[src/rtl/tx_stage_4b.sv]
// Transmit stage: serializes a 10-bit result plus carry into a short nibble frame
// with valid/ready on both sides; the next result is accepted on the final take.
module tx_stage_4b #(
    parameter bit         HDR_EN  = 1'b1,
    parameter logic [3:0] HDR_VAL = 4'hA
) (
    input  logic       clk,
    input  logic       rst_n,
    input  logic       res_valid,
    output logic       res_ready,
    input  logic [9:0] res_q,
    input  logic       carry_q,
    output logic [3:0] tx_data,
    output logic       tx_valid,
    input  logic       tx_ready,
    output logic       tx_last,
    output logic       busy
);

    // With the header omitted the index is shifted so one nibble mux serves both builds
    localparam logic [1:0] LAST = HDR_EN ? 2'd3 : 2'd2;
    localparam logic [1:0] OFS  = HDR_EN ? 2'd0 : 2'd1;

    typedef enum logic {IDLE = 1'b0, SEND = 1'b1} state_t;

    state_t     state_q, state_d;
    logic [1:0] idx_q, idx_d;
    logic [9:0] frm_res_q, frm_res_d;
    logic       frm_cy_q, frm_cy_d;

    logic       take;
    logic       accept;
    logic       last;
    logic [1:0] sel;

    assign last      = (state_q == SEND) && (idx_q == LAST);
    assign tx_valid  = (state_q == SEND);
    assign busy      = (state_q == SEND);
    assign tx_last   = last;
    assign take      = tx_valid && tx_ready;
    assign res_ready = (state_q == IDLE) || (take && last);
    assign accept    = res_valid && res_ready;
    assign sel       = idx_q + OFS;

    always_comb begin
        tx_data = 4'h0;
        if (state_q == SEND) begin
            case (sel)
                2'd0:    tx_data = HDR_VAL;
                2'd1:    tx_data = frm_res_q[3:0];
                2'd2:    tx_data = frm_res_q[7:4];
                default: tx_data = {1'b0, frm_cy_q, frm_res_q[9:8]};
            endcase
        end
    end

    always_comb begin
        state_d   = state_q;
        idx_d     = idx_q;
        frm_res_d = frm_res_q;
        frm_cy_d  = frm_cy_q;
        case (state_q)
            IDLE: begin
                if (accept) begin
                    frm_res_d = res_q;
                    frm_cy_d  = carry_q;
                    idx_d     = 2'd0;
                    state_d   = SEND;
                end
            end
            default: begin
                if (take) begin
                    if (!last) begin
                        idx_d = idx_q + 2'd1;
                    end else if (accept) begin
                        frm_res_d = res_q;
                        frm_cy_d  = carry_q;
                        idx_d     = 2'd0;
                    end else begin
                        idx_d   = 2'd0;
                        state_d = IDLE;
                    end
                end
            end
        endcase
    end

    always_ff @(posedge clk or negedge rst_n) begin
        if (!rst_n) begin
            state_q   <= IDLE;
            idx_q     <= 2'd0;
            frm_res_q <= 10'd0;
            frm_cy_q  <= 1'b0;
        end else begin
            state_q   <= state_d;
            idx_q     <= idx_d;
            frm_res_q <= frm_res_d;
            frm_cy_q  <= frm_cy_d;
        end
    end

endmodule

[config.mk]
export PLATFORM = sky130hd
export DESIGN_NAME = tx_stage_4b
export DESIGN_NICKNAME = d
export VERILOG_FILES = /design/src/rtl/tx_stage_4b.sv
export SDC_FILE = /design/constraint.sdc
export NUM_CORES = 1
export LEC_CHECK = 0
export ABC_CLOCK_PERIOD_IN_PS = 4100
export BUFFER_PORTS_ARGS = -buffer_cell sky130_fd_sc_hd__buf_2
export CAP_MARGIN = 0
export CORE_UTILIZATION = 53
export DETAILED_ROUTE_END_ITERATION = 8
export GPL_TIMING_DRIVEN = 0
export PLACE_DENSITY = 0.8
export SLEW_MARGIN = 25
export SYNTH_ARGS = -nofsm -noshare
export SYNTH_HDL_FRONTEND = slang
export SYNTH_SLANG_ARGS = --single-unit
[constraint.sdc]
create_clock -name clk -period 4.1 [get_ports clk]
set_input_delay 0.205 -clock clk [delete_from_list [all_inputs] [get_ports clk]]
set_output_delay 0.205 -clock clk [all_outputs]
set_load 0.03 [all_outputs]
==> flow_summary_export.csv, run 1 <==
group,metric,value,unit
status,outcome,"complete, no violations",
cts,cts_buffers,3,
drt,num_vias,533,
sta,fmax,501,MHz
logic_synthesis,synth_edf_count,0,
drt,first_iter_violations,14,
setup_path,worstPathMaxFanout,6,
logic_synthesis,synth_ff_type,"dfrtp_1",
global_route,grt_usage,0.189,
sta,rsz0062_at_grt,"no",
global_route,grt.overflow.total,0,
logic_synthesis,syn_inst,59,
setup_path,endpoint,"tx_data[3]",
floorplan,die-area,1650,µm²
flow_run,cap_violations,0,
layout,fill_cells,105,
drt,wire_per_inst,13.3,µm
setup_path,rr_startpoint,"idx_q[0]",
cts,post_cts_buffers,0,
layout,area_delta_synth_final,22.2,%
cts,htree_levels,1,
placed_design,finalWeightedCongestion,0.731,
sta,finalHoldViolations,0,
power,leakagePower,0.510,nW
layout,design_area,965,µm²
logic_synthesis,ys_seq_area_frac,0.444,
placed_design,dp_slack,2.42,ns
placed_design,placed_area,918,µm²
global_route,grt_max_degree,15,
sta,setup-tns-final,0,ns
global_route,grt_pass1_wl,1980,µm
sta,finalWorstSetupSlack,2.11,ns
global_route,antenna_found_initial,0,
hold_path,whs_path_depth,2,
sta,slew_viol_final,0,
logic_synthesis,synth_nets,79,
cts,cts_buffer_depth,2,
placed_design,portBuffers,22,
floorplan,boundaryPins,23,
drt,ant_nets,0,
placed_design,place.detailed.hpwl,1030,µm
setup_path,end_kind,"primary output",
setup_path,crit_path_max_incr_delay,0.45,ns
drt,drt_pass1_iterations,4,
setup_path,r2r_setup_slack,2.52,ns
layout,fin_nets,107,
global_route,grt_pass1_vias,487,
floorplan,start_util,0.585,
setup_path,cp_data_required_time,3.89,ns
floorplan,dieHeight,40.6,µm
logic_synthesis,synth.distinct_cells,23,
cts,clk_latency,0.28,ns
drt,viasPerCell,5.28,
logic_synthesis,synth_seq_cells,14,
cts,cts_sinks,14,
sta,timing.final.crit_share,0.486,
logic_synthesis,syn_avg_cell_area,13.4,µm²
hold_path,hold_class,"in2reg",
logic_synthesis,synthesis.area,790,µm²
logic_synthesis,ys_warn_count,0,
drt,totalWireLength,1350,µm
floorplan,core_area,1350,µm²
sta,setup_viol,0,
layout,layout_commonest_cell,"buf_2",
cts,tritoncts,"built",
setup_path,cp_data_arrival_time,1.79,ns
layout,antenna-diode-count,0,
setup_path,start_kind,"flip-flop",
sta,tightest_slew,0.303,ns
sta,slew_headroom,0.798,
setup_path,crit_path_cell_trace,"inv_1, ha_1, a221o_1, and3_2, buf_2",
logic_synthesis,synthArstFlopShare,1.00,
setup_path,worstRegToRegCells,5,
setup_path,crit_path_start,"idx_q[0]",
drt,drc_errors,0,
cts,clock-root-buffer,"clkbuf_4",
floorplan,die_w,40.6,µm
power,power.density,811,nW/µm²
sta,worst_hold_slack,0.152,ns
cts,clk_pin_slew,0.09,ns
layout,final_cell_mix,"buf_2, dfrtp_1, mux2_4",
power,vdd_drop_max,0.448,mV
layout,drive_gt1_frac,0.523,
setup_path,criticalPathCategory,"reg2out",
setup_path,r2r-end,"frm_res_q[0]",
sta,fin_crit,1.99,ns
floorplan,rows,13,
setup_path,critPathSlowestCell,"dfrtp_1",
sta,finalClockSkew,0.00545,ns
[timing repair]
| action | 4_1_cts | 5_1_grt |
|---|---|---|
| hold endpoints to repair | 14 | 0 |
| hold buffers | 1 | 0 |
| setup endpoints to repair | 0 | 0 |
| resized for setup | 0 | 0 |
[layer usage]
| metal | up-vias | global-route usage | routed length (µm) |
|---|---|---|---|
| li1 | 264 | - | - |
| met1 | 250 | 0.231 | 635 |
| met2 | 15 | 0.310 | 637 |
| met3 | 4 | 0.0500 | 55 |
| met4 | 0 | 0.0750 | 18 |
| met5 | - | 0 | 0 |
[stage by stage]
step	std cells	power [mW]	util
2_1_floorplan	59	0.588	-
4_1_cts	101	0.789	0.715
5_1_grt	101	0.833	0.715
3_3_place_gp	96	0.673	0.680
3_5_place_dp	96	0.688	0.680
6_report	101	0.783	0.715
[layout make-up]
type                    instances  area, µm²  share of cell area
well taps                      15       18.8              0.0195
clock buffers                   4       36.3              0.0376
inverters                       3       11.3              0.0117
flip-flops and latches         14        350               0.363
plain buffers                   3       38.8              0.0402
repair buffers                 23        120               0.125
multi-input cells              39        389               0.403
[critical path: cells and delay by family, from the launching register on]
family	cells	cell delay [ns]
adders and majority gates	1	0.25
buffers and inverters	2	0.28
AOI/OAI and AO/OA	1	0.32
and+or+nand+nor	1	0.21
DFF	1	0.45
[worst min path at each step]
| stage | startpoint | end |
|---|---|---|
| global route | carry_q | frm_cy_q |
| CTS | res_q[1] | frm_res_q[1] |
| global placement | rst_n | frm_res_q[3] |
| floorplan | rst_n | busy |
| finish | res_q[1] | frm_res_q[1] |
| detailed placement | rst_n | frm_res_q[3] |
[logic make-up (layout without fill, tap and decap cells)]
family / count (synthesis) / after routing / share of synthesized area
buffers and inverters: 6 / 33 / 0.0634
AOI/OAI and AO/OA: 12 / 12 / 0.116
muxes: 12 / 12 / 0.219
DFF: 14 / 14 / 0.444
and+or+nand+nor: 10 / 10 / 0.0793
adders and majority gates: 5 / 5 / 0.0792
[state kept, by name (all words and copies together), names as in the netlist]
signal	count
frm_res_q	10
idx_q	2
frm_cy_q	1
busy	1
[Yosys cell counts (all sizes together) (2+ instances only)]
| cell | number | area, µm² |
|---|---|---|
| o21ai | 4 | 20.0 |
| ha | 5 | 62.6 |
| o31ai | 2 | 15.0 |
| buf | 3 | 38.8 |
| dfrtp | 14 | 350 |
| mux2 | 12 | 173 |
| a221oi | 2 | 17.5 |
| nor2 | 2 | 7.51 |
| nand2 | 3 | 18.8 |
| inv | 3 | 11.3 |
[power by group]
group	internal [mW]	switching, mW
sequential	0.205	0.0491
combinational	0.209	0.220
clock	0.0540	0.0451
(Power assumes the default switching activity.)
==> inputs of run 2 (changes only) <==
Settings changed: ABC_CLOCK_PERIOD_IN_PS 4100 to 1600, CORE_ASPECT_RATIO set to 1.25, CORE_UTILIZATION 53 to 44, PLACE_DENSITY 0.8 to 0.71.
Clock period 4.1 ns to 1.6 ns, I/O delays scaled along.
==> run 2 against run 1 <==
Compared with the run above: the run now ends with setup timing left; clock power rose to 2.7 times the previous value; via count up 18%; design area up 30%; non-clock buffer count up 15; global-route usage up 4.1 points; clock-buffer cell count unchanged; total power rose to 3.6 times the previous value; hold slack worse by 0.14 ns; register-to-register slack worse by 2.6 ns.
==> flow_summary_export.csv, run 2 (synthesis results as in run 1) <==
group,metric,value,unit
sta,rsz0062_at_grt,"yes",
flow_run,cap_violations,0,
global_route,antenna_found_initial,0,
layout,fin_nets,122,
layout,ff_latch_area,353,µm²
floorplan,boundaryPins,23,
placed_design,place.detailed.hpwl,1100,µm
layout,final_util,0.773,
power,finalPower,2.79,mW
placed_design,dp_slack,0.0253,ns
setup_path,start_kind,"flip-flop",
cts,cts_sinks,14,
setup_path,rr_startpoint,"idx_q[1]",
sta,fmax,581,MHz
global_route,grt_usage,0.229,
layout,drive_gt1_frac,0.733,
setup_path,r2r-end,"frm_res_q[2]",
sta,worst_hold_slack,0.0159,ns
sta,finalWorstSetupSlack,-0.121,ns
drt,wire_per_inst,16.4,µm
setup_path,r2r_setup_slack,-0.11,ns
sta,timing.final.crit_share,1.08,
drt,viasPerCell,5.29,
cts,tritoncts,"built",
status,violations,"setup timing",
layout,layout_commonest_cell,"buf_2",
hold_path,whs_path_depth,2,
layout,largest_reg_flops,10,
drt,drt_pass1_iterations,4,
global_route,grt_pass1_wl,2980,µm
layout,design_area,1250,µm²
floorplan,rows,16,
cts,cts_buffer_depth,2,
hold_path,hold_class,"in2reg",
cts,clk_latency,0.29,ns
cts,htree_levels,1,
global_route,grt.overflow.total,0,
global_route,grt_max_degree,15,
sta,tightest_slew,0.319,ns
layout,area_delta_synth_final,58.8,%
floorplan,dieHeight,49.4,µm
sta,slew_viol_final,0,
setup_path,cp_data_required_time,1.52,ns
sta,finalHoldViolations,0,
drt,totalWireLength,1950,µm
power,vdd_drop_max,1.58,mV
power,power.density,2220,nW/µm²
layout,multi_input_comb_area,482,µm²
global_route,grt_pass1_vias,611,
setup_path,criticalPathCategory,"reg2out",
setup_path,worstRegToRegCells,7,
layout,stdcell_count,119,
hold_path,hold_path_startpoint,"res_q[8]",
setup_path,worstPathMaxFanout,3,
sta,setup-tns-final,-1.62,ns
floorplan,die-area,1970,µm²
layout,largest_register,"frm_res_q",
setup_path,end_kind,"primary output",
setup_path,cp_data_arrival_time,1.64,ns
status,outcome,"finished with violations",
floorplan,die_w,39.9,µm
floorplan,start_util,0.487,
drt,ant_nets,0,
drt,num_vias,629,
sta,setup_viol,17,
sta,finalClockSkew,0.00617,ns
layout,final_cell_mix,"buf_2, dfrtp_1, buf_6",
drt,first_iter_violations,13,
placed_design,dpl.cell_count,99,
sta,fin_crit,1.72,ns
placed_design,finalWeightedCongestion,0.776,
placed_design,portBuffers,22,
drt,drc_errors,0,
power,leakagePower,0.610,nW
placed_design,placed_area,922,µm²
sta,slew_headroom,0.788,
layout,top_regs,"frm_res_q x10, idx_q x2",
hold_path,min_delay_worst_endpoint,"frm_res_q[8]",
cts,cts_buffers,3,
layout,antenna-diode-count,0,
cts,clock-root-buffer,"clkbuf_4",
layout,fill_cells,100,
cts,clk_pin_slew,0.09,ns
floorplan,core_area,1620,µm²
==> run 2: how the worst max path moves through the flow <==
stage,startpoint,end,cells after the start
detailed placement,idx_q[0],frm_res_q[7],5
global route,idx_q[1],tx_data[3],5
finish,idx_q[1],tx_data[3],5
floorplan,busy,frm_cy_q,5
global placement,idx_q[0],frm_res_q[6],5
CTS,idx_q[1],tx_data[3],5
==> run 2: cell type report <==
type                       count  share of cell area
buffer                         3              0.0309
clock buffer                   4              0.0289
inverter                       3              0.0130
multi-input combinational     39               0.384
sequential                    14               0.281
tap                           18              0.0180
timing repair buffer          38               0.244
==> run 2: worst max-delay path, cell delays in order, from the launching register on <==
cell and delay, ns:
dfrtp_2 0.44, buf_6 0.13, ha_4 0.16, a221o_1 0.32, and3_4 0.16, buf_6 0.13
==> run 2: timing repair <==
action                                  in CTS  in global routing
buffers inserted                            12                  3
cloned                                       1                  0
pin swaps                                   13                  8
endpoints found under the setup margin       6                 15
gates resized for setup                     35                  6
hold buffers                                 1                  1
endpoints found under the hold margin       14                  1
==> run 2: where the power goes <==
group          switching (mW)  internal (mW)  leakage, nW
Combinational           0.811           1.02        0.427
Sequential              0.156          0.532        0.163
Clock                   0.127          0.139       0.0210
==> run 2: per-layer routing <==
layer / vias to the layer above / routed length [µm] / share of wire / GRT usage
li1: 300 / - / - / -
met1: 313 / 863 / 0.44 / 0.286
met2: 12 / 1010 / 0.52 / 0.363
met3: 4 / 40 / 0.021 / 0.0411
met4: 0 / 32 / 0.016 / 0.103
met5: - / 0 / 0 / 0
